--- src/rtl/ssd1306_init_sequencer_pkg.sv ---
// ssd1306_init_sequencer_pkg: opcodes, CTRL codes and FSM states shared by the init sequencer
package ssd1306_init_sequencer_pkg;
  localparam logic [1:0] OP_CMD   = 2'b00;
  localparam logic [1:0] OP_DATA  = 2'b01;
  localparam logic [1:0] OP_DELAY = 2'b10;
  localparam logic [1:0] OP_CTRL  = 2'b11;
  localparam logic [7:0] CTRL_END    = 8'h00;
  localparam logic [7:0] CTRL_RES_LO = 8'h01;
  localparam logic [7:0] CTRL_RES_HI = 8'h02;
  typedef enum logic [2:0] {IDLE, FETCH, EXEC, SEND, DELAY, DONE, ERR} state_t;
  function automatic logic is_tx(input logic [1:0] op);
    return !op[1];
  endfunction
endpackage

--- src/rtl/ssd1306_ms_timer.sv ---
// ssd1306_ms_timer: 1 ms prescaler plus ms down-counter; expired marks the final cycle of the wait
module ssd1306_ms_timer #(
  parameter int CYCLES_PER_MS = 100_000
) (
  input  logic       clk,
  input  logic       rst,
  input  logic       load,
  input  logic [7:0] ms_count,
  output logic       expired
);
  localparam int PW = CYCLES_PER_MS > 1 ? $clog2(CYCLES_PER_MS) : 1;
  localparam logic [PW-1:0] PRESET = PW'(CYCLES_PER_MS - 1);
  logic [PW-1:0] presc;
  logic [7:0] ms;
  always_ff @(posedge clk or posedge rst)
    if (rst) begin
      presc <= '0;
      ms <= '0;
    end else if (load) begin
      presc <= PRESET;
      ms <= ms_count;
    end else if (ms != 8'd0) begin
      presc <= presc == '0 ? PRESET : presc - PW'(1);
      ms <= presc == '0 ? ms - 8'd1 : ms;
    end
  assign expired = ms == 8'd1 && presc == '0;
endmodule

--- src/rtl/ssd1306_init_sequencer.sv ---
// ssd1306_init_sequencer: executes the SSD1306 init-script ROM (SPI bytes, ms delays, panel reset)
module ssd1306_init_sequencer
  import ssd1306_init_sequencer_pkg::*;
#(
  parameter int ADDR_W      = 8,
  parameter int DATA_W      = 10,
  parameter int CLK_FREQ_HZ = 100_000_000
) (
  input  logic              clk,
  input  logic              rst,
  input  logic              start,
  output logic              busy,
  output logic              done,
  output logic              err,
  output logic [ADDR_W-1:0] rom_addr,
  input  logic [DATA_W-1:0] rom_dout,
  output logic              tx_valid,
  output logic [7:0]        tx_data,
  output logic              tx_dc,
  input  logic              tx_ready,
  output logic              oled_res_n
);
  state_t state;
  logic [9:0] entry;
  logic [1:0] op;
  logic [7:0] pay;
  logic adv, timer_load, expired;
  assign op = entry[9:8];
  assign pay = entry[7:0];
  assign timer_load = state == EXEC && op == OP_DELAY && pay != 8'd0;
  // every path that moves past the current entry funnels through adv
  assign adv = (state == EXEC && (op == OP_CTRL ? pay != CTRL_END : op == OP_DELAY && pay == 8'd0))
            || (state == SEND && tx_valid && tx_ready)
            || (state == DELAY && expired);
  ssd1306_ms_timer #(.CYCLES_PER_MS(CLK_FREQ_HZ / 1000)) u_timer (
    .clk(clk),
    .rst(rst),
    .load(timer_load),
    .ms_count(pay),
    .expired(expired)
  );
  always_ff @(posedge clk or posedge rst)
    if (rst) begin
      state <= IDLE;
      entry <= '0;
      busy <= 1'b0;
      done <= 1'b0;
      err <= 1'b0;
      rom_addr <= '0;
      tx_valid <= 1'b0;
      tx_data <= '0;
      tx_dc <= 1'b0;
      oled_res_n <= 1'b1;
    end else begin
      case (state)
        IDLE, DONE, ERR:
          if (start) begin
            rom_addr <= '0;
            done <= 1'b0;
            err <= 1'b0;
            busy <= 1'b1;
            state <= FETCH;
          end
        FETCH: begin
          entry <= rom_dout[9:0];
          state <= EXEC;
        end
        EXEC:
          if (is_tx(op)) begin
            tx_valid <= 1'b1;
            tx_data <= pay;
            tx_dc <= op == OP_DATA;
            state <= SEND;
          end else if (timer_load) begin
            state <= DELAY;
          end else if (op == OP_CTRL) begin
            if (pay == CTRL_END) begin
              busy <= 1'b0;
              done <= 1'b1;
              state <= DONE;
            end
            if (pay == CTRL_RES_LO) oled_res_n <= 1'b0;
            if (pay == CTRL_RES_HI) oled_res_n <= 1'b1;
          end
        SEND: if (tx_ready) tx_valid <= 1'b0;
        default: ;
      endcase
      if (adv) begin
        if (&rom_addr) begin
          err <= 1'b1;
          busy <= 1'b0;
          state <= ERR;
        end else begin
          rom_addr <= rom_addr + ADDR_W'(1);
          state <= FETCH;
        end
      end
    end
endmodule

--- config.mk ---
export PLATFORM = sky130hd
export DESIGN_NAME = ssd1306_init_sequencer
export DESIGN_NICKNAME = d
export VERILOG_FILES = /design/src/rtl/ssd1306_init_sequencer_pkg.sv /design/src/rtl/ssd1306_ms_timer.sv /design/src/rtl/ssd1306_init_sequencer.sv
export SDC_FILE = /design/constraint.sdc
export NUM_CORES = 1
export LEC_CHECK = 0
export CAP_MARGIN = 20
export CORE_MARGIN = 2
export CORE_UTILIZATION = 30
export CTS_CLUSTER_DIAMETER = 40
export DETAILED_ROUTE_END_ITERATION = 10
export GPL_TIMING_DRIVEN = 0
export HOLD_SLACK_MARGIN = 0.02
export PLACE_DENSITY = 0.52
export SETUP_SLACK_MARGIN = 0.2
export SLEW_MARGIN = 20
export SYNTH_ARGS = -nofsm -noshare
export SYNTH_HDL_FRONTEND = slang
export SYNTH_SLANG_ARGS = --single-unit
--- constraint.sdc ---
create_clock -name clk -period 5.7 [get_ports clk]
set_input_delay 1.14 -clock clk [delete_from_list [all_inputs] [get_ports clk]]
set_output_delay 1.14 -clock clk [all_outputs]
set_load 0.02 [all_outputs]
### Word level (Yosys, flattened, before mapping)

Index checks and enable logic that the tools add are counted.

* register bits: 60
* output and inout port bits: 22

* $add $sub $neg: 3
* eq/ne operators: 22
* muxes and demuxes: 42
* bitwise gates (word level): 2
* reduce and logical (&&, ||, !) cells: 29

Operator list (count)
* 8-bit 2-to-1 mux: 7
* 17-bit 2-to-1 mux: 3
* 1-bit 2-to-1 mux: 21
* 3-bit 2-to-1 mux: 7
* 17-bit logical NOT: 1
* 17-bit by 1-bit subtractor with 17-bit output, second input constant: 1
* 8-bit by 1-bit equality test with 1-bit output, second input constant: 2
* 8-bit nonzero test: 2
* 2-bit inequality test, second input constant: 5
* 5-bit by 4-bit inequality test with 1-bit output, second input constant: 2
* 2-bit nonzero test: 5
* 3-bit equality test, second input constant: 3
* 3-bit case mux with 3 select lines: 1
* 8-bit by 1-bit adder with 8-bit output, second input constant: 1
* 8-bit by 2-bit equality test with 1-bit output, second input constant: 1
* 1-bit logical AND: 8
* 8-bit logical NOT: 1
* 8-bit AND reduction: 1
* 8-bit by 1-bit subtractor with 8-bit output, second input constant: 1
* 3-bit by 2-bit equality test with 1-bit output, second input constant: 2
* 1-bit case mux with 2 select lines: 3
* 6-bit AND reduction: 1
* 5-bit AND reduction: 1
* 2-bit equality test, second input constant: 2
* 12 further kinds: 16

### Logic depth before layout (Yosys ltp)

Gate-level depths: netlist (run 1).

* depth after elaboration: 8
* gate-level depth with buffers: 9

### Cells and area by module

A second synthesis (run 1) with hierarchy kept.

* cell total of the unflattened synthesis: 329
* area, all modules: 3266.9 µm²

Modules (own cells, without submodules)
* ssd1306_init_sequencer: times used 1, cells each 154, area an instance 1704.1 µm², seq. area each 877.1 µm²
* ssd1306_ms_timer: times used 1, cells each 175, area an instance 1562.7 µm², seq. area each 625.6 µm²

### Worst setup path before layout (run 1)

OpenSTA, ideal clock, no wires.

* kind: register -> register
* from: reg u_timer.presc[5]
* to: reg u_timer.ms[4]
* library setup time: 0.082 ns
* data arrival time: 2.626 ns
* slack: 2.992 ns
* cell stages (with the launch flop): 8
* path buffers: 1
* clock period less this slack: 2.708 ns
* cell sequence: dfrtp_1 or4_4 or4_4 buf_6 nor4_4 nand2_2 or4_1 a31oi_1

* longest elaborated chain between the ends: 3

Ends and longest elaborated chain
* start, declared: line ssd1306_ms_timer.sv:13 `logic [PW-1:0] presc;`
* start signal, assigned: line ssd1306_ms_timer.sv:23 `presc <= presc == '0 ? PRESET : presc - PW'(1);`
* 17-bit logical NOT: line ssd1306_ms_timer.sv:24 `ms <= presc == '0 ? ms - 8'd1 : ms;`
* 2-bit nonzero test (no line)
* 2-bit AND reduction (no line)
* end signal, assigned: line ssd1306_ms_timer.sv:21 `ms <= ms_count;`
* end signal, assigned: line ssd1306_ms_timer.sv:24
* end, declared: line ssd1306_ms_timer.sv:14 `logic [7:0] ms;`

No other way between the ends.
A chain may end at the register's enable or synchronous reset.

### Worst setup path in the final report (run 1)

Ends and elaborated chain as after synthesis.

==> results_dict.tcl, run 1 <==
set metrics [dict create \
    cts_buffers 9 \
    yosys-top-cells-area "dfrtp_1 49%, mux2_2 6.7%, nand2_1 5.7%" \
    yosysTopAreaCell "dfrtp_1" \
    startpoint_type "flop" \
    fin_skew_ns 0.0144 \
    status "finished, final reports clean" \
    core_sq_um 9770 \
    avgSynthCellArea_sq_um 9.97 \
    placed_cells 473 \
    die_area_sq_um 10900 \
    vias_per_cell 4.77 \
    crit_slowest_cell "or4_4" \
    clk_latency_ns 0.34 \
    antenna_left 0 \
    crit_buf_inv 1 \
    gp_congestion 0.749 \
    cp_data_arrival_time_ns 3.10 \
    final_cell_area_sq_um 3810 \
    clkTransAtPathRegs_ns 0.08 \
    ir_worst_vdd_mv 0.225 \
    critPathKind "flop to flop" \
    drt_iter0_markers 99 \
    antennaDiodeCount 0 \
    final_common_cell "dfrtp_1" \
    worstSetupEndpointType "flop" \
    syn2layout_area_growth_pct 25.7 \
    max_freq_mhz 351 \
    cts-hold-fix-buffers 0 \
    synth_edf_count 0 \
    power.switching_mw 0.706 \
    placed_area_sq_um 3570 \
    drc 0 \
    htree_levels 3 \
    hp-class "flop to flop" \
    dr.pass1.iters 4 \
    setup_viol 0 \
    cts_setup_buffers 0 \
    synth_seq_cells 60 \
    die_h_um 105 \
    synth_flop_cell "dfrtp_1" \
    grtUsageTotal 0.130 \
    synth_nets 324 \
    grt_max_degree 42 \
    portBuffers 35 \
    grt_pass1_wl_mm 11.4 \
    rows 36 \
    layout.nets 371 \
    fin_crit_ns 2.85 \
    final_cell_count_no_fill 489 \
    wirelength_mm 6.45 \
    p_per_area_nw_per_um2 508 \
    drv_slew 0 \
    ys_warn_count 0 \
    antenna_found_initial 0 \
    drive_above_1_share 0.121 \
    synth_cell_types 46 \
    globalRoute.totalOverflow 0 \
    pin_count 36 \
    required_ns 5.95 \
    clock-sinks 60 \
    vias 2332 \
    netlist.area_leader.share 0.487 \
    place_hpwl_mm 4.55 \
    p_comb_frac 0.352 \
    synthCells 304 \
    cts_max_path_buffers 2 \
    cp_cell_sequence "or4_4, or4_4, buf_6, nor4_4, nand2_2, or4_1, a31oi_1" \
    worst_pin_slew_ns 0.923 \
    final_cell_mix "59 x dfrtp_1, 46 x nand2_1, 35 x clkdlybuf4s50_1" \
    max_slew_margin 0.383 \
    p_clk_frac 0.242 \
    postCtsResizedCells 0 \
    grt_pass1_vias 2347 \
    switching_share 0.365 \
    syn_area_sq_um 3030 \
    p_int_mw 1.23 \
    routedWlPerCell_um 13.2 \
    setup_tns_ns 0 \
    start_util 0.310 \
    hold_violations 0 \
    pwr-share-seq 0.406 \
    holdWs_ns 0.485 \
    p_leak_nw 1.54 \
    crit_top_cell "or4_4" \
    async_flop_share 1.00 \
    max_stage_delay_ns 0.56 \
    cts_tree "built" \
    rsz0062_at_grt "no" \
    fin_crit_sh 0.500 \
    cap_violations 0 \
    yosysSeqAreaShare 0.496 \
    cp_max_fo 9 \
    crit_family "simple AND/OR/NAND/NOR gates" \
    fp.dieW_um 105 \
    cts_root_buf "clkbuf_8" \
]
[synthesized netlist by cell type, types with 2 or more instances]
cell	count
o211ai_1	3
nand4b_1	3
o21ai_0	11
nor2_1	31
ha_1	6
dfrtp_1	59
xnor2_1	6
a21o_1	3
inv_1	9
nand2b_1	4
mux2_2	18
clkbuf_1	7
nand3_1	9
nor3b_1	2
nor4_1	6
a21oi_1	15
nor2b_1	5
a211oi_1	2
mux2i_1	9
nand2_1	46
or4_4	2
nand4_1	3
xor2_1	12
nor3_1	11
[sequential cells by signal, indices dropped and copies added (netlist names)]
register,flops
busy,1
done,1
entry,10
err,1
oled_res_n,1
rom_addr,8
state,3
tx_data,8
tx_dc,1
tx_valid,1
u_timer.ms,8
u_timer.presc,17
[cells by family after synthesis]
group           Yosys count  share of synthesized area
simple gates            134                      0.222
flops                    60                      0.496
compound gates           41                     0.0838
mux                      27                     0.0966
xor+xnor                 18                     0.0520
buf+inv                  18                     0.0248
fa+ha+maj                 6                     0.0248
[power by group through the flow]
stage	clock network (mW)	registers, mW	logic, mW
finish	0.469	0.785	0.681
global route	0.506	0.817	0.768
CTS	0.484	0.785	0.690
detailed placement	0	0.789	0.688
global placement	0	0.787	0.677
floorplan	0	0.809	0.427
[layout make-up]
cell class / instances / area [sq um]
Sequential cell: 60 / 1500
Inverter: 9 / 36.3
Tap cell: 133 / 166
Fill cell: 1009 / 5970
Timing Repair Buffer: 36 / 370
Clock buffer: 10 / 128
Multi-Input combinational cell: 226 / 1450
Clock inverter: 6 / 111
Buffer: 9 / 41.3
[per-layer routing]
metal | vias to the layer above | share of wire | global-route usage
met5 | - | 0 | 0
met1 | 1140 | 0.50 | 0.168
met3 | 7 | 0.024 | 0.0345
met2 | 30 | 0.46 | 0.209
li1 | 1155 | - | -
met4 | 0 | 0.015 | 0.0463
[through the flow]
stage	worst slack [ns]	total power [mW]	util
2_1_floorplan	2.99	1.24	-
3_3_place_gp	1.72	1.46	0.363
3_5_place_dp	2.62	1.48	0.365
4_1_cts	2.83	1.96	0.390
5_1_grt	2.70	2.09	0.390
6_report	2.85	1.93	0.390
[worst paths after layout]
kind                                  start  slack [ns]            end  cells past startpoint
max reg2reg                u_timer.presc[5]        2.85  u_timer.ms[4]                      7
max in group asynchronous               rst        4.08  u_timer.ms[0]                      3
max                        u_timer.presc[5]        2.85  u_timer.ms[4]                      7
min reg2reg                             err        0.48            err                      1
min in group asynchronous               rst        1.10    rom_addr[4]                      2
min                                     err        0.48            err                      1
[worst register-to-register path, cell delays in order, from the launching register on]
cell,delay [ns]
dfrtp_1,0.40
or4_4,0.56
or4_4,0.43
buf_6,0.15
nor4_4,0.53
nand2_2,0.13
or4_1,0.40
a31oi_1,0.16
Power figures use the tool's default switching activity.
==> run 2: changes to the inputs <==
- clock period: 5.7 -> 2.8 ns (I/O delays scaled with it)
==> run 2 against run 1 <==
Total power grew 100%. Sequential power increased by 110%. Combinational power up 110%. Global-route usage grew 0.23 points. Clock skew is 0.0033 ns lower. Core utilization is 0.54 points higher. Design area increased by 1.4%. Largest power group unchanged. Cell count is 0.41% higher. Highest routed layer unchanged. Sequential share of layout area fell by 0.54 points. Wire length rose by 1.4%. Via count shrank 1.2%. First-iteration DRC count fell by 42%.
==> results_dict.tcl, run 2 (synthesized netlist as in run 1, its figures left out) <==
set metrics [dict create \
    cts_tree "built" \
    wirelength_mm 6.55 \
    place_hpwl_mm 4.64 \
    rsz0062_at_grt "yes" \
    portBuffers 35 \
    power_mw 3.92 \
    final_cell_area_sq_um 3860 \
    fp.dieW_um 105 \
    status "finished, final reports clean" \
    hp-class "flop to flop" \
    grt_max_degree 38 \
    htree_levels 3 \
    clk_latency_ns 0.35 \
    hold_violations 0 \
    min_path_cells 1 \
    dr.pass1.iters 4 \
    clock-sinks 60 \
    final_common_cell "dfrtp_1" \
    max_slew_margin 0.503 \
    gp_congestion 0.775 \
    start_util 0.310 \
    antenna_found_initial 0 \
    final_cell_mix "59 x dfrtp_1, 46 x nand2_1, 35 x clkdlybuf4s50_1" \
    antenna_left 0 \
    rows 36 \
    cts_buffers 9 \
    max_freq_mhz 403 \
    drv_slew 0 \
    grtUsageTotal 0.132 \
    reg_top3 "u_timer.presc x17, entry x10" \
    vias 2305 \
    setup_tns_ns 0 \
    antennaDiodeCount 0 \
    required_ns 3.07 \
    cts-hold-fix-buffers 0 \
    p_per_area_nw_per_um2 1010 \
    clkTransAtPathRegs_ns 0.07 \
    worst_pin_slew_ns 0.746 \
    r2r_cells 7 \
    die_h_um 105 \
    grt_pass1_wl_mm 11.5 \
    fin_crit_ns 2.48 \
    cts_root_buf "clkbuf_8" \
    layout.nets 373 \
    cap_violations 0 \
    vias_per_cell 4.69 \
    drc 0 \
    globalRoute.totalOverflow 0 \
    cp_max_fo 7 \
    grt_pass1_vias 2362 \
    fin_crit_sh 0.886 \
    critPathKind "flop to flop" \
    cts_max_path_buffers 2 \
    core_sq_um 9770 \
    setup_viol 0 \
    startpoint_type "flop" \
    fillers 987 \
    regMostFlops "u_timer.presc" \
    worstSetupEndpointType "flop" \
    pin_count 36 \
    routedWlPerCell_um 13.3 \
    die_area_sq_um 10900 \
    drt_iter0_markers 57 \
    p_leak_nw 1.57 \
    syn2layout_area_growth_pct 27.4 \
    drive_above_1_share 0.145 \
    largest_reg_flops 17 \
    ir_worst_vdd_mv 0.457 \
    placed_area_sq_um 3570 \
    fin_skew_ns 0.0111 \
    cp_data_arrival_time_ns 2.75 \
]
## run 2: changes by cell type in the layout (fill, tap and decap cells not counted), moves of 2 or more
| cell | before | now |
|---|---|---|
| clkbuf_1 | 8 | 6 |
| nor3_2 | 0 | 2 |
| nor3_1 | 11 | 9 |
| nor4_1 | 6 | 4 |
| clkinv_4 | 0 | 2 |
## run 2: worst paths after layout
kind | end | start | slack (ns)
setup / recovery | u_timer.ms[4] | u_timer.presc[6] | 0.32
min in group asynchronous | rom_addr[7] | rst | 0.53
setup reg to reg | u_timer.ms[4] | u_timer.presc[6] | 0.32
max in group asynchronous | u_timer.ms[0] | rst | 1.76
hold reg to reg | err | err | 0.50
hold / removal | err | err | 0.50
## run 2: where the power goes
group / internal [mW] / switching (mW)
registers: 1.23 / 0.383
logic: 0.697 / 0.723
clock network: 0.505 / 0.381
## run 2: layout make-up
type | count | area (sq um) | share of cell area
Multi-Input combinational cell | 226 | 1500 | 0.388
Tap cell | 133 | 166 | 0.0431
Buffer | 9 | 45.0 | 0.0117
Sequential cell | 60 | 1500 | 0.389
Timing Repair Buffer | 38 | 389 | 0.101
Clock buffer | 9 | 124 | 0.0321
Inverter | 9 | 36.3 | 0.00940
Clock inverter | 7 | 98.8 | 0.0256
## run 2: layer usage
layer,wire length (um),vias to the layer above,global-route usage
met5,0,-,0
met4,127,0,0.0666
met3,167,9,0.0294
met2,2960,29,0.203
met1,3300,1107,0.175
li1,-,1160,-
## run 2: what timing repair did
| action | in CTS | in global routing |
|---|---|---|
| pin swaps | 1 | 2 |
| setup endpoints to repair | 18 | 22 |
| gates resized for setup | 7 | 3 |
| endpoints found under the hold margin | 0 | 0 |
| setup buffers | 2 | 0 |
## run 2: critical path, cell delays in order, from the launching register on
cell     delay (ns)
dfrtp_1        0.40
or4_4          0.56
or4_4          0.43
buf_6          0.15
nor4_4         0.19
nand2_2        0.11
or4_1          0.40
a31oi_1        0.16
## run 2: per-stage QoR
stage                     setup WS (ns)  std cells  hold slack (ns)   util
after floorplan                   0.165        304            0.464      -
after global placement           -0.506        472            0.466  0.363
after detailed placement        -0.0384        473            0.471  0.365
after CTS                         0.177        491            0.494  0.393
after global routing              0.173        491            0.522  0.395
final                             0.320        491            0.497  0.395
